$ cat src/rtl/mem_rr_arbiter.sv
// Two-requester round-robin arbiter that sequences one command at a time onto a
// single-port valid/ready memory bus, with a watchdog abort for stalled accesses.
module mem_rr_arbiter #(
  parameter int ADDR_W  = 8,
  parameter int DATA_W  = 16,
  parameter int TIMEOUT = 16
) (
  input  logic              clk,
  input  logic              rst,
  input  logic              a_valid,
  input  logic              a_we,
  input  logic [ADDR_W-1:0] a_addr,
  input  logic [DATA_W-1:0] a_wdata,
  output logic              a_ready,
  output logic              a_rsp_valid,
  output logic [DATA_W-1:0] a_rsp_rdata,
  output logic              a_rsp_err,
  input  logic              b_valid,
  input  logic              b_we,
  input  logic [ADDR_W-1:0] b_addr,
  input  logic [DATA_W-1:0] b_wdata,
  output logic              b_ready,
  output logic              b_rsp_valid,
  output logic [DATA_W-1:0] b_rsp_rdata,
  output logic              b_rsp_err,
  output logic              mem_valid,
  output logic              mem_we,
  output logic [ADDR_W-1:0] mem_addr,
  output logic [DATA_W-1:0] mem_wdata,
  input  logic              mem_ready,
  input  logic [DATA_W-1:0] mem_rdata,
  output logic              busy
);

  localparam int CNT_W = $clog2(TIMEOUT + 1);

  typedef enum logic [1:0] {IDLE, ISSUE, RESP} state_t;

  state_t           state, state_nxt;
  logic [CNT_W-1:0] cnt;
  logic             last_b;
  logic             owner_b;
  logic             grant_a, grant_b;
  logic             timeout_hit;
  logic             accept;

  // last_b=1 means B was served last, so A has priority on a tie
  assign grant_a     = a_valid & (~b_valid | last_b);
  assign grant_b     = b_valid & (~a_valid | ~last_b);
  assign a_ready     = rst & (state == IDLE) & grant_a;
  assign b_ready     = rst & (state == IDLE) & grant_b;
  assign accept      = a_ready | b_ready;
  assign timeout_hit = (cnt == CNT_W'(TIMEOUT - 1));
  assign mem_valid   = (state == ISSUE);
  assign busy        = (state != IDLE);

  always_ff @(posedge clk or negedge rst) begin
    if (!rst) state <= IDLE;
    else      state <= state_nxt;
  end

  always_comb begin
    state_nxt = state;
    case (state)
      IDLE:    if (accept) state_nxt = ISSUE;
      ISSUE:   if (mem_ready || timeout_hit) state_nxt = RESP;
      RESP:    state_nxt = IDLE;
      default: state_nxt = IDLE;
    endcase
  end

  always_ff @(posedge clk or negedge rst) begin
    if (!rst) begin
      mem_we      <= 1'b0;
      mem_addr    <= '0;
      mem_wdata   <= '0;
      owner_b     <= 1'b0;
      last_b      <= 1'b1;
      cnt         <= '0;
      a_rsp_valid <= 1'b0;
      a_rsp_err   <= 1'b0;
      a_rsp_rdata <= '0;
      b_rsp_valid <= 1'b0;
      b_rsp_err   <= 1'b0;
      b_rsp_rdata <= '0;
    end else begin
      // response strobes are single-cycle; only the ISSUE exit raises them
      a_rsp_valid <= 1'b0;
      a_rsp_err   <= 1'b0;
      b_rsp_valid <= 1'b0;
      b_rsp_err   <= 1'b0;
      case (state)
        IDLE: begin
          cnt <= '0;
          if (accept) begin
            mem_we    <= grant_a ? a_we    : b_we;
            mem_addr  <= grant_a ? a_addr  : b_addr;
            mem_wdata <= grant_a ? a_wdata : b_wdata;
            owner_b   <= ~grant_a;
            last_b    <= ~grant_a;
          end
        end
        ISSUE: begin
          cnt <= cnt + CNT_W'(1);
          if (mem_ready || timeout_hit) begin
            if (owner_b) begin
              b_rsp_valid <= 1'b1;
              b_rsp_err   <= ~mem_ready;
              b_rsp_rdata <= (mem_ready && !mem_we) ? mem_rdata : '0;
            end else begin
              a_rsp_valid <= 1'b1;
              a_rsp_err   <= ~mem_ready;
              a_rsp_rdata <= (mem_ready && !mem_we) ? mem_rdata : '0;
            end
          end
        end
        default: cnt <= '0;
      endcase
    end
  end

endmodule

$ cat config.mk
export PLATFORM = sky130hd
export DESIGN_NAME = mem_rr_arbiter
export DESIGN_NICKNAME = d
export VERILOG_FILES = /design/src/rtl/mem_rr_arbiter.sv
export SDC_FILE = /design/constraint.sdc
export NUM_CORES = 1
export LEC_CHECK = 0
export ABC_AREA = 1
export BUFFER_PORTS_ARGS = -buffer_cell sky130_fd_sc_hd__buf_2
export CORE_AREA = 5 5 95 97
export CTS_BUF_LIST = sky130_fd_sc_hd__clkbuf_8
export CTS_CLUSTER_SIZE = 8
export DETAILED_ROUTE_END_ITERATION = 10
export DIE_AREA = 0 0 100 102
export GPL_ROUTABILITY_DRIVEN = 0
export PLACE_DENSITY = 0.69
export SYNTH_ARGS = -nofsm -noshare
export SYNTH_HDL_FRONTEND = slang
export SYNTH_SLANG_ARGS = --single-unit
$ cat constraint.sdc
create_clock -name clk -period 2.05 [get_ports clk]
set_clock_uncertainty 0.05 [all_clocks]
set_input_delay 0.1025 -clock clk [delete_from_list [all_inputs] [get_ports clk]]
set_output_delay 0.1025 -clock clk [all_outputs]
set_load 0.005 [all_outputs]
# Word-level counts from Yosys, hierarchy flattened
# Cells that the tools add are included.
# word_totals
register_bits	70
input_bits	71
out_inout_bits	65
word_cells	61
# op_classes
eq_ne	4
muxes	20
reduce_logical	9
n_bitwise	14
n_addsub	1
# ops
operator	count
2-to-1 mux 16 bit	2
2-to-1 mux 1 bit	13
2-to-1 mux 8 bit	1
NOT 1 bit	6
AND reduction 3 bit	2
adder 5 x 1 -> 5 bit (second input constant)	1
AND 1 bit	5
== test 5 x 4 -> 1 bit (second input constant)	1
2-to-1 mux 5 bit	1
2-to-1 mux 2 bit	2
case mux 2 bit (2 select lines)	1
AND reduction 2 bit	2
bitwise OR 1 bit	3
== test 2 x 1 -> 1 bit (second input constant)	1
zero test 2 bit	1
!= test 2 x 1 -> 1 bit (second input constant)	1
!= test 2 bit (second input constant)	1
nonzero test 2 bit	1
logical AND 1 bit	1
zero test 1 bit	1
logical OR 1 bit	1

# Longest topological paths before layout
# Gate-level depths: netlist of run 1.
# logic_depth
ltp_word	7
ltp_mapped	10
mapped_depth_nobuf	9

# Worst setup path after synthesis of run 1
# OpenSTA, ideal clock, no wires.
# synth_timing
path_kind	register -> register
from	register cnt[0]
to	register b_rsp_rdata[10]
required_ps	1917
setup_time_ps	83
period_less_slack_ps	1591
setup_slack_ps	459
stages_incl_launch_ff	11
t_arrival_ps	1458
n_path_buf	1
cell_sequence	dfrtp_1 > ha_1 > nand2_1 > nor2_1 > ha_1 > nor2_1 > nor2_4 > nand2_4 > buf_4 > nand2_1 > o21ai_0
# synth_via
elab_chain_len	3
# synth_lines
item	line	text
start: declaration	40	logic [CNT_W-1:0] cnt;
start signal: assignment	104	cnt <= cnt + CNT_W'(1);
== test 5 x 4 -> 1 bit	53	assign timeout_hit = (cnt == CNT_W'(TIMEOUT - 1));
logical OR 1 bit	105	if (mem_ready || timeout_hit) begin
AND reduction 3 bit (no line)	n/a	
end signal: assignment	109	b_rsp_rdata <= (mem_ready && !mem_we) ? mem_rdata : '0;
end: declaration	24	output logic [DATA_W-1:0] b_rsp_rdata,
# Every way passes these cells.
# A chain may end at the register's enable or synchronous reset.

# Worst setup path in the final report of run 1
# layout_timing
from	register last_b
to	register mem_wdata[9]
# layout_via
elab_chain_len	6
word_cells_on_any_way	10
cone_classes	mux: 1; bitwise: 8; reduce/logical: 1
# layout_lines
item	line	text
start: declaration	41	logic last_b;
start signal: assignment	100	last_b <= ~grant_a;
NOT 1 bit	49	assign grant_b = b_valid & (~a_valid | ~last_b);
bitwise OR 1 bit	49	
AND 1 bit	49	
AND 1 bit	51	assign b_ready = rst & (state == IDLE) & grant_b;
bitwise OR 1 bit	52	assign accept = a_ready | b_ready;
AND reduction 2 bit (no line)	n/a	
end signal: assignment	98	mem_wdata <= grant_a ? a_wdata : b_wdata;
end: declaration	29	output logic [DATA_W-1:0] mem_wdata,
# Several ways; a longest one is shown, not always the timed one.

==> out/results.env, run 1 <==
SYN_AREA_UM2=3170
R2R.WORST_PATH.CELLS=8
OVERALL_DIE_WIDTH_UM=100
INITIAL_CORE_UTIL=0.393
CORE_AREA_UM2=8050
POWER.DENSITY_CELL_AREA_nW_PER_UM2=1190
HOLD_PATH.STARTPOINT='a_wdata[13]'
GLOBAL_ROUTE.USAGE.TOTAL=0.162
POWER_FRAC_SEQ=0.434
OUTCOME='complete, no violations'
LAYOUT.NETS=596
REPORT.FINAL.HOLD_VIOL_COUNT=0
WORST_SETUP_PATH_START_KIND='flop'
CAP_VIOLATIONS=0
ROW_COUNT=33
HOLD_PATH_CLASS='input pin to flop'
VIASPERCELL=4.61
RELSLEWSLACK=0.485
TOTAL_LEAKAGE_POWER_uW=0.00248
SYNTH.FF_LATCH_COUNT=70
GRT_ANTENNA_BEFORE_REPAIR=0
WIRELENGTH_UM=8100
CTS-BUFFERS-INSERTED=9
SYNTH.TOP_CELL.AREA_SHARE=0.545
MAXIMUM_COUNT_OF_CLOCK_BUFFERS_ALONG_A_SINGLE_PATH=2
VIA_COUNT=2915
FILLERS=793
YOSYSSEQAREASHARE=0.554
ANT_NETS=0
GRT_FIRST_PASS_WIRELENGTH_UM=13300
CLK_PIN_SLEW_NS=0.07
FINALMAXSLEWVIOLATIONS=0
CTS_TREE='built'
CLOCK_TREE_ROOT='sky130_fd_sc_hd__clkbuf_8'
TIMING.FMAX_MHz=522
LARGEST_NET_DEGREE_AT_THE_START_OF_GLOBAL_ROUTING=64
CP.REQUIRED_NS=2.26
POST_SYNTH_NUM_CELL_TYPES=19
SYNTH_NETS=444
NUMPORTBUFFERS=135
INTPOWER_uW=3260
FINAL_CORE_UTIL=0.527
SYNTHTOPCELLSBYAREA='sky130_fd_sc_hd__dfrtp_1, sky130_fd_sc_hd__nand2_1, sky130_fd_sc_hd__nand3_1, sky130_fd_sc_hd__o21ai_0, sky130_fd_sc_hd__buf_6'
WL_PER_CELL_UM=12.8
FINALSETUPTNS_NS=0
IOS=136
FIRST_GLOBAL_VIAS=2858
SYNTHCELLS=371
FIN_HOLD_WS_NS=0.0147
POWER_FRAC_CLOCK=0.205
AREA_DELTA_SYNTH_FINAL_PCT=34.1
VDD_DROP_MAX_mV=0.460
DIEHEIGHT_UM=102
WORST_HOLD_PATH.ENDPOINT='mem_wdata[13]'
MIN_DELAY_PATH_DEPTH=5
POST-ROUTE-DRC-COUNT=0
CRIT_TYPE='flop to flop'
MIN_PERIOD_NS=1.91
WORST-ENDPOINT-ARRIVAL_NS=2.13
WORST_SLEW_PIN_SLEW_NS=0.772
TIMING.RR.START='last_b'
CTS_POST_SETUP_BUFFERS_INSERTED=0
CRITPATHMAXFANOUT=18
DIE_AREA_UM2=10200
DETAILEDROUTE.FIRSTITERATIONVIOLATIONS=90
R2R_SLACK_NS=0.14
DP_HPWL_UM=5660
NET-SWITCHING-POWER_uW=1780
CTS_HTREE_LEVELS=3
GRT_SETUP_UNREPAIRED='no'
SETUP_VIOL=0
FINAL_LAYOUT_SIZE_SUFFIX_GT1_FRAC=0.317
INSERTION_DELAY_NS=0.32
DRT_PRE_ANTENNA_ITERS=4
NETSWITCHINGFRACTION=0.353
SYNTH.AVG_CELL_AREA_UM2=8.53
YOSYSTOPAREACELL='sky130_fd_sc_hd__dfrtp_1'
COMB_POWER_SHARE=0.360
YOSYS_WARNINGS=0
MIN_PERIOD_OVER_PERIOD=0.934
GRT_OVERFLOW_TOTAL=0
REGTOREGENDPOINT='mem_wdata[9]'
CTS.SINKS=70
ENDPOINT_KIND='flop'
NUM_ANTENNA_CELLS=0
==> critical path, cell delays in order, from the launching register on <==
cell and delay (ns):
sky130_fd_sc_hd__dfstp_2 0.54, sky130_fd_sc_hd__nand2_2 0.07, sky130_fd_sc_hd__nand2_2 0.20, sky130_fd_sc_hd__buf_6 0.21, sky130_fd_sc_hd__nand2_1 0.07, sky130_fd_sc_hd__nand2_1 0.06
sky130_fd_sc_hd__dlygate4sd3_1 0.55, sky130_fd_sc_hd__nand2_1 0.06, sky130_fd_sc_hd__nand2_1 0.05
==> cell usage in the layout (no fill, tap or decap) <==
cell and count:
sky130_fd_sc_hd__buf_4 2, sky130_fd_sc_hd__nand2_4 6, sky130_fd_sc_hd__o21ai_0 25, sky130_fd_sc_hd__nor2_1 9, sky130_fd_sc_hd__nand2_1 178, sky130_fd_sc_hd__buf_2 134, sky130_fd_sc_hd__nand2_2 4, sky130_fd_sc_hd__dfstp_2 1
sky130_fd_sc_hd__clkbuf_8 10, sky130_fd_sc_hd__inv_2 3, sky130_fd_sc_hd__nand3_1 28, sky130_fd_sc_hd__bufinv_16 1, sky130_fd_sc_hd__buf_6 1, sky130_fd_sc_hd__o21ai_1 8, sky130_fd_sc_hd__dlygate4sd3_1 21, sky130_fd_sc_hd__nor2_4 3
sky130_fd_sc_hd__buf_12 1, sky130_fd_sc_hd__dfrtp_1 69, sky130_fd_sc_hd__inv_1 17, sky130_fd_sc_hd__a21oi_1 3, sky130_fd_sc_hd__a21oi_4 1, sky130_fd_sc_hd__ha_1 2
==> timing repair <==
action                                  4_1_cts  5_1_grt
endpoints found under the setup margin        0        2
hold endpoints to repair                     27        0
resized for setup                             0        1
hold buffers                                 21        0
==> Yosys cell counts <==
library cell              instances
sky130_fd_sc_hd__nand2_1        178
sky130_fd_sc_hd__dfrtp_1         69
sky130_fd_sc_hd__nand3_1         28
sky130_fd_sc_hd__o21ai_0         25
sky130_fd_sc_hd__inv_1           13
sky130_fd_sc_hd__nor2_1           9
sky130_fd_sc_hd__o21ai_1          8
sky130_fd_sc_hd__buf_4            6
sky130_fd_sc_hd__buf_6            6
sky130_fd_sc_hd__nand2_4          6
sky130_fd_sc_hd__buf_2            4
sky130_fd_sc_hd__nand2_2          4
sky130_fd_sc_hd__a21oi_1          3
sky130_fd_sc_hd__inv_2            3
sky130_fd_sc_hd__nor2_4           3
sky130_fd_sc_hd__buf_8            2
sky130_fd_sc_hd__ha_1             2
sky130_fd_sc_hd__a21oi_4          1
sky130_fd_sc_hd__dfstp_2          1
==> power groups by stage <==
| stage | Sequential [uW] | Combinational [uW] | Clock, uW |
|---|---|---|---|
| 6_report | 2190 | 1820 | 1030 |
| 5_1_grt | 2260 | 2080 | 1130 |
| 3_3_place_gp | 2200 | 1750 | 0 |
| 2_1_floorplan | 2220 | 1030 | 0 |
| 4_1_cts | 2190 | 1850 | 1070 |
| 3_5_place_dp | 2200 | 1800 | 0 |
==> stage by stage <==
stage	total power, uW	cells	setup WS [ns]	area (um2)
finish	5040	632	0.135	4240
global route	5460	632	0.0205	4240
CTS	5100	632	0.0985	4240
detailed placement	4000	596	0.245	3850
global placement	3950	596	0.334	3850
floorplan	3250	371	0.459	3170
==> per-layer routing <==
metal	GRT usage	wire (um)	vias to the layer above
li1	-	-	1463
met1	0.213	3630	1331
met2	0.263	3630	113
met3	0.0444	767	8
met4	0.0528	78	0
met5	0	0	-
==> cells by family after synthesis <==
logic type               share of synthesized area
AND/OR/NAND/NOR                              0.306
flip-flops                                   0.554
AO/OA/AOI/OAI                               0.0621
buffers and inverters                       0.0704
adder cells (fa/ha/maj)                    0.00790
==> layout make-up <==
cell class | count | area, um2 | area share
inverter | 16 | 60.1 | 0.0142
tap | 105 | 131 | 0.0310
clock inverter | 5 | 45.0 | 0.0106
multi-input combinational | 267 | 1190 | 0.280
clock buffer | 10 | 138 | 0.0324
timing repair buffer | 159 | 927 | 0.218
sequential | 70 | 1750 | 0.413
==> how the worst max path moves through the flow <==
stage	endpoint	slack [ns]	cells past startpoint	from
floorplan	b_rsp_rdata[10]	0.46	10	cnt[0]
global placement	b_rsp_rdata[3]	0.33	8	cnt[0]
detailed placement	b_rsp_rdata[9]	0.24	8	cnt[0]
CTS	mem_wdata[9]	0.1	8	last_b
global route	mem_wdata[9]	0.02	8	last_b
finish	mem_wdata[9]	0.14	8	last_b
==> state kept, by name, summed over array words and instances, names as in the netlist, 2 cells and up <==
name,cells
a_rsp_rdata,16
b_rsp_rdata,16
cnt,5
mem_addr,8
mem_wdata,16
state,2
Power figures use the tool's default switching activity.
==> run 2, diff against run 1 <==
- CTS_BUF_LIST: sky130_fd_sc_hd__clkbuf_8 -> default
- GPL_ROUTABILITY_DRIVEN: 0 -> default
==> out/results.env, run 2 (synthesis results as in run 1) <==
GRT_SETUP_UNREPAIRED='no'  # unchanged
CP.REQUIRED_NS=2.26  # about the same
R2R.WORST_PATH.CELLS=8  # unchanged
REG_TOP3='a_rsp_rdata: 16 flops, b_rsp_rdata: 16 flops, mem_wdata: 16 flops'  # unchanged
ANT_NETS=0  # unchanged
MAXIMUM_COUNT_OF_CLOCK_BUFFERS_ALONG_A_SINGLE_PATH=2  # unchanged
DP_SLACK_NS=0.245  # unchanged
CTS-BUFFERS-INSERTED=9  # unchanged
POWER.DENSITY_CELL_AREA_nW_PER_UM2=1190  # about the same
WL_PER_CELL_UM=12.8  # about the same
VIA_COUNT=2917  # was 2915
NETSWITCHINGFRACTION=0.352  # was 0.353
POWER_FRAC_CLOCK=0.208  # was 0.205
NUM_ANTENNA_CELLS=0  # unchanged
GLOBALPLACE.CONGESTION=0.742
CRITPATHLAUNCH='last_b'  # unchanged
VDD_DROP_MAX_mV=0.460  # about the same
CLOCK_TREE_ROOT='sky130_fd_sc_hd__clkbuf_8'  # unchanged
INSERTION_DELAY_NS=0.32  # about the same
POWER_FRAC_SEQ=0.433  # was 0.434
OUTCOME='complete, no violations'  # unchanged
FINALSETUPTNS_NS=0  # unchanged
ROW_COUNT=33  # unchanged
CRITICAL_PATH.ENDPOINT='mem_wdata[9]'  # unchanged
CORE_AREA_UM2=8050  # unchanged
FIRST_GLOBAL_VIAS=2856  # was 2858
TIMING.CRITICAL_PATH.BUF_INV=2  # unchanged
WORST-ENDPOINT-ARRIVAL_NS=2.13  # about the same
INITIAL_CORE_UTIL=0.393  # unchanged
CRIT_TYPE='flop to flop'  # unchanged
NUMPORTBUFFERS=135  # unchanged
CTS_POST_SETUP_BUFFERS_INSERTED=0  # unchanged
REGTOREGENDPOINT='mem_wdata[9]'  # unchanged
CTS.SINKS=70  # unchanged
CELL_CHAIN_OF_THE_CRITICAL_PATH='nand2_2 > nand2_2 > buf_6 > nand2_1 > nand2_1 > dlygate4sd3_1 > nand2_1 > nand2_1'  # unchanged
LAYOUT_COMMONEST_CELL='sky130_fd_sc_hd__nand2_1'  # unchanged
IOS=136  # unchanged
TOTAL_LEAKAGE_POWER_uW=0.00246  # was 0.00248 uW
POST-ROUTE-DRC-COUNT=0  # unchanged
MOST-COMMON-LAYOUT-CELLS='sky130_fd_sc_hd__nand2_1, sky130_fd_sc_hd__buf_2, sky130_fd_sc_hd__dfrtp_1'  # unchanged
DIEHEIGHT_UM=102  # unchanged
DRT_PRE_ANTENNA_ITERS=4  # unchanged
CTS_TREE='built'  # unchanged
RELSLEWSLACK=0.486  # was 0.485
DIE_AREA_UM2=10200  # unchanged
CLK_PIN_SLEW_NS=0.07  # about the same
CELL_WITH_THE_BIGGEST_INDIVIDUAL_DELAY_ON_THE_CRITICAL_PATH='sky130_fd_sc_hd__dlygate4sd3_1'  # unchanged
SETUP_VIOL=0  # unchanged
R2R_SLACK_NS=0.14  # about the same
REPORT.FINAL.HOLD_VIOL_COUNT=0  # unchanged
CAP_VIOLATIONS=0  # unchanged
CP.DEPTH=8  # unchanged
COMB_POWER_SHARE=0.359  # was 0.360
LAYOUT.NETS=596  # unchanged
AREA_DELTA_SYNTH_FINAL_PCT=34.1  # unchanged
CTS_HTREE_LEVELS=3  # unchanged
FINALMAXSLEWVIOLATIONS=0  # unchanged
INTPOWER_uW=3280  # was 3260 uW
TIMING.FINAL.WS_SETUP_NS=0.135  # about the same
MIN_PERIOD_NS=1.91  # about the same
FINAL_LAYOUT_SIZE_SUFFIX_GT1_FRAC=0.317  # unchanged
VIASPERCELL=4.62  # was 4.61
CRITPATHMAXFANOUT=18  # unchanged
TOTALPOWERFINAL_uW=5060  # was 5040 uW
WIRELENGTH_UM=8100  # about the same
CPMOSTUSEDCELL='sky130_fd_sc_hd__nand2_1'  # unchanged
TIMING.RR.START='last_b'  # unchanged
GRT_ANTENNA_BEFORE_REPAIR=0  # unchanged
DETAILEDROUTE.FIRSTITERATIONVIOLATIONS=92  # was 90
NET-SWITCHING-POWER_uW=1780  # about the same
MAX_STAGE_DELAY_NS=0.55  # about the same
LARGEST_NET_DEGREE_AT_THE_START_OF_GLOBAL_ROUTING=64  # unchanged
OVERALL_DIE_WIDTH_UM=100  # unchanged
ENDPOINT_KIND='flop'  # unchanged
GRT_FIRST_PASS_WIRELENGTH_UM=13300  # about the same
MIN_PERIOD_OVER_PERIOD=0.934  # about the same
GRT_OVERFLOW_TOTAL=0  # unchanged
GLOBAL_ROUTE.USAGE.TOTAL=0.162  # unchanged
TIMING.CRITICAL_PATH.MAX_DELAY_FAMILY='buffers and inverters'  # unchanged
WORST_SLEW_PIN_SLEW_NS=0.771  # was 0.772 ns
DP_HPWL_UM=5660  # unchanged
TIMING.FMAX_MHz=522  # about the same
WORST_SETUP_PATH_START_KIND='flop'  # unchanged
HOLD_PATH_CLASS='input pin to flop'  # unchanged
[run 2: cell count changes in the layout (fill, tap and decap cells not counted)]
cell,previous run,this run
sky130_fd_sc_hd__inv_1,17,13
sky130_fd_sc_hd__clkbuf_1,0,4
[run 2: metrics by stage]
step / area [um2] / std cells / util / hold WS [ns]
global placement: 3850 / 596 / 0.478 / -0.105
global route: 4240 / 632 / 0.527 / 0.0220
detailed placement: 3850 / 596 / 0.478 / -0.103
CTS: 4240 / 632 / 0.527 / 0.000365
finish: 4240 / 632 / 0.527 / 0.0147
floorplan: 3170 / 371 / - / -0.243
[run 2: how the worst min path moves through the flow]
stage | start | depth (start not counted) | to | slack (ns)
3_5_place_dp | rst | 1 | state[0] | -0.10
4_1_cts | mem_rdata[5] | 3 | b_rsp_rdata[5] | 0.0004
5_1_grt | mem_rdata[5] | 3 | a_rsp_rdata[5] | 0.02
3_3_place_gp | rst | 1 | state[0] | -0.10
2_1_floorplan | rst | 0 | a_rsp_err | -0.24
6_report | b_addr[3] | 5 | mem_addr[3] | 0.01
[run 2: area by class of cell]
cell class | instances | area [um2]
Tap cell | 105 | 131
Fill cell | 793 | 3810
Sequential cell | 70 | 1750
Multi-Input combinational cell | 267 | 1190
Timing Repair Buffer | 159 | 927
Clock buffer | 14 | 153
Inverter | 16 | 60.1
Clock inverter | 1 | 30.0
[run 2: layer usage]
layer,wire (um),GRT usage,up-vias
met4,78,0.0528,0
met2,3630,0.263,112
met1,3640,0.213,1332
met3,750,0.0444,8
li1,-,-,1465
met5,0,0,-
[run 2: worst min-delay path: stages]
cell and delay (ns):
sky130_fd_sc_hd__buf_2 0.07, sky130_fd_sc_hd__nand2_1 0.04, sky130_fd_sc_hd__nand2_1 0.05, sky130_fd_sc_hd__nand2_1 0.04, sky130_fd_sc_hd__nand2_1 0.04
[run 2: repair_timing]
action / CTS / global route
setup endpoints to repair: 0 / 2
hold endpoints to repair: 27 / 0
gates resized for setup: 0 / 1
hold buffers: 21 / 0
[run 2: power by group through the flow]
stage	clock network (uW)	logic, uW	registers, uW
3_3_place_gp	0	1750	2200
2_1_floorplan	0	1030	2220
4_1_cts	1080	1850	2190
3_5_place_dp	0	1800	2200
6_report	1060	1820	2190
5_1_grt	1150	2080	2260
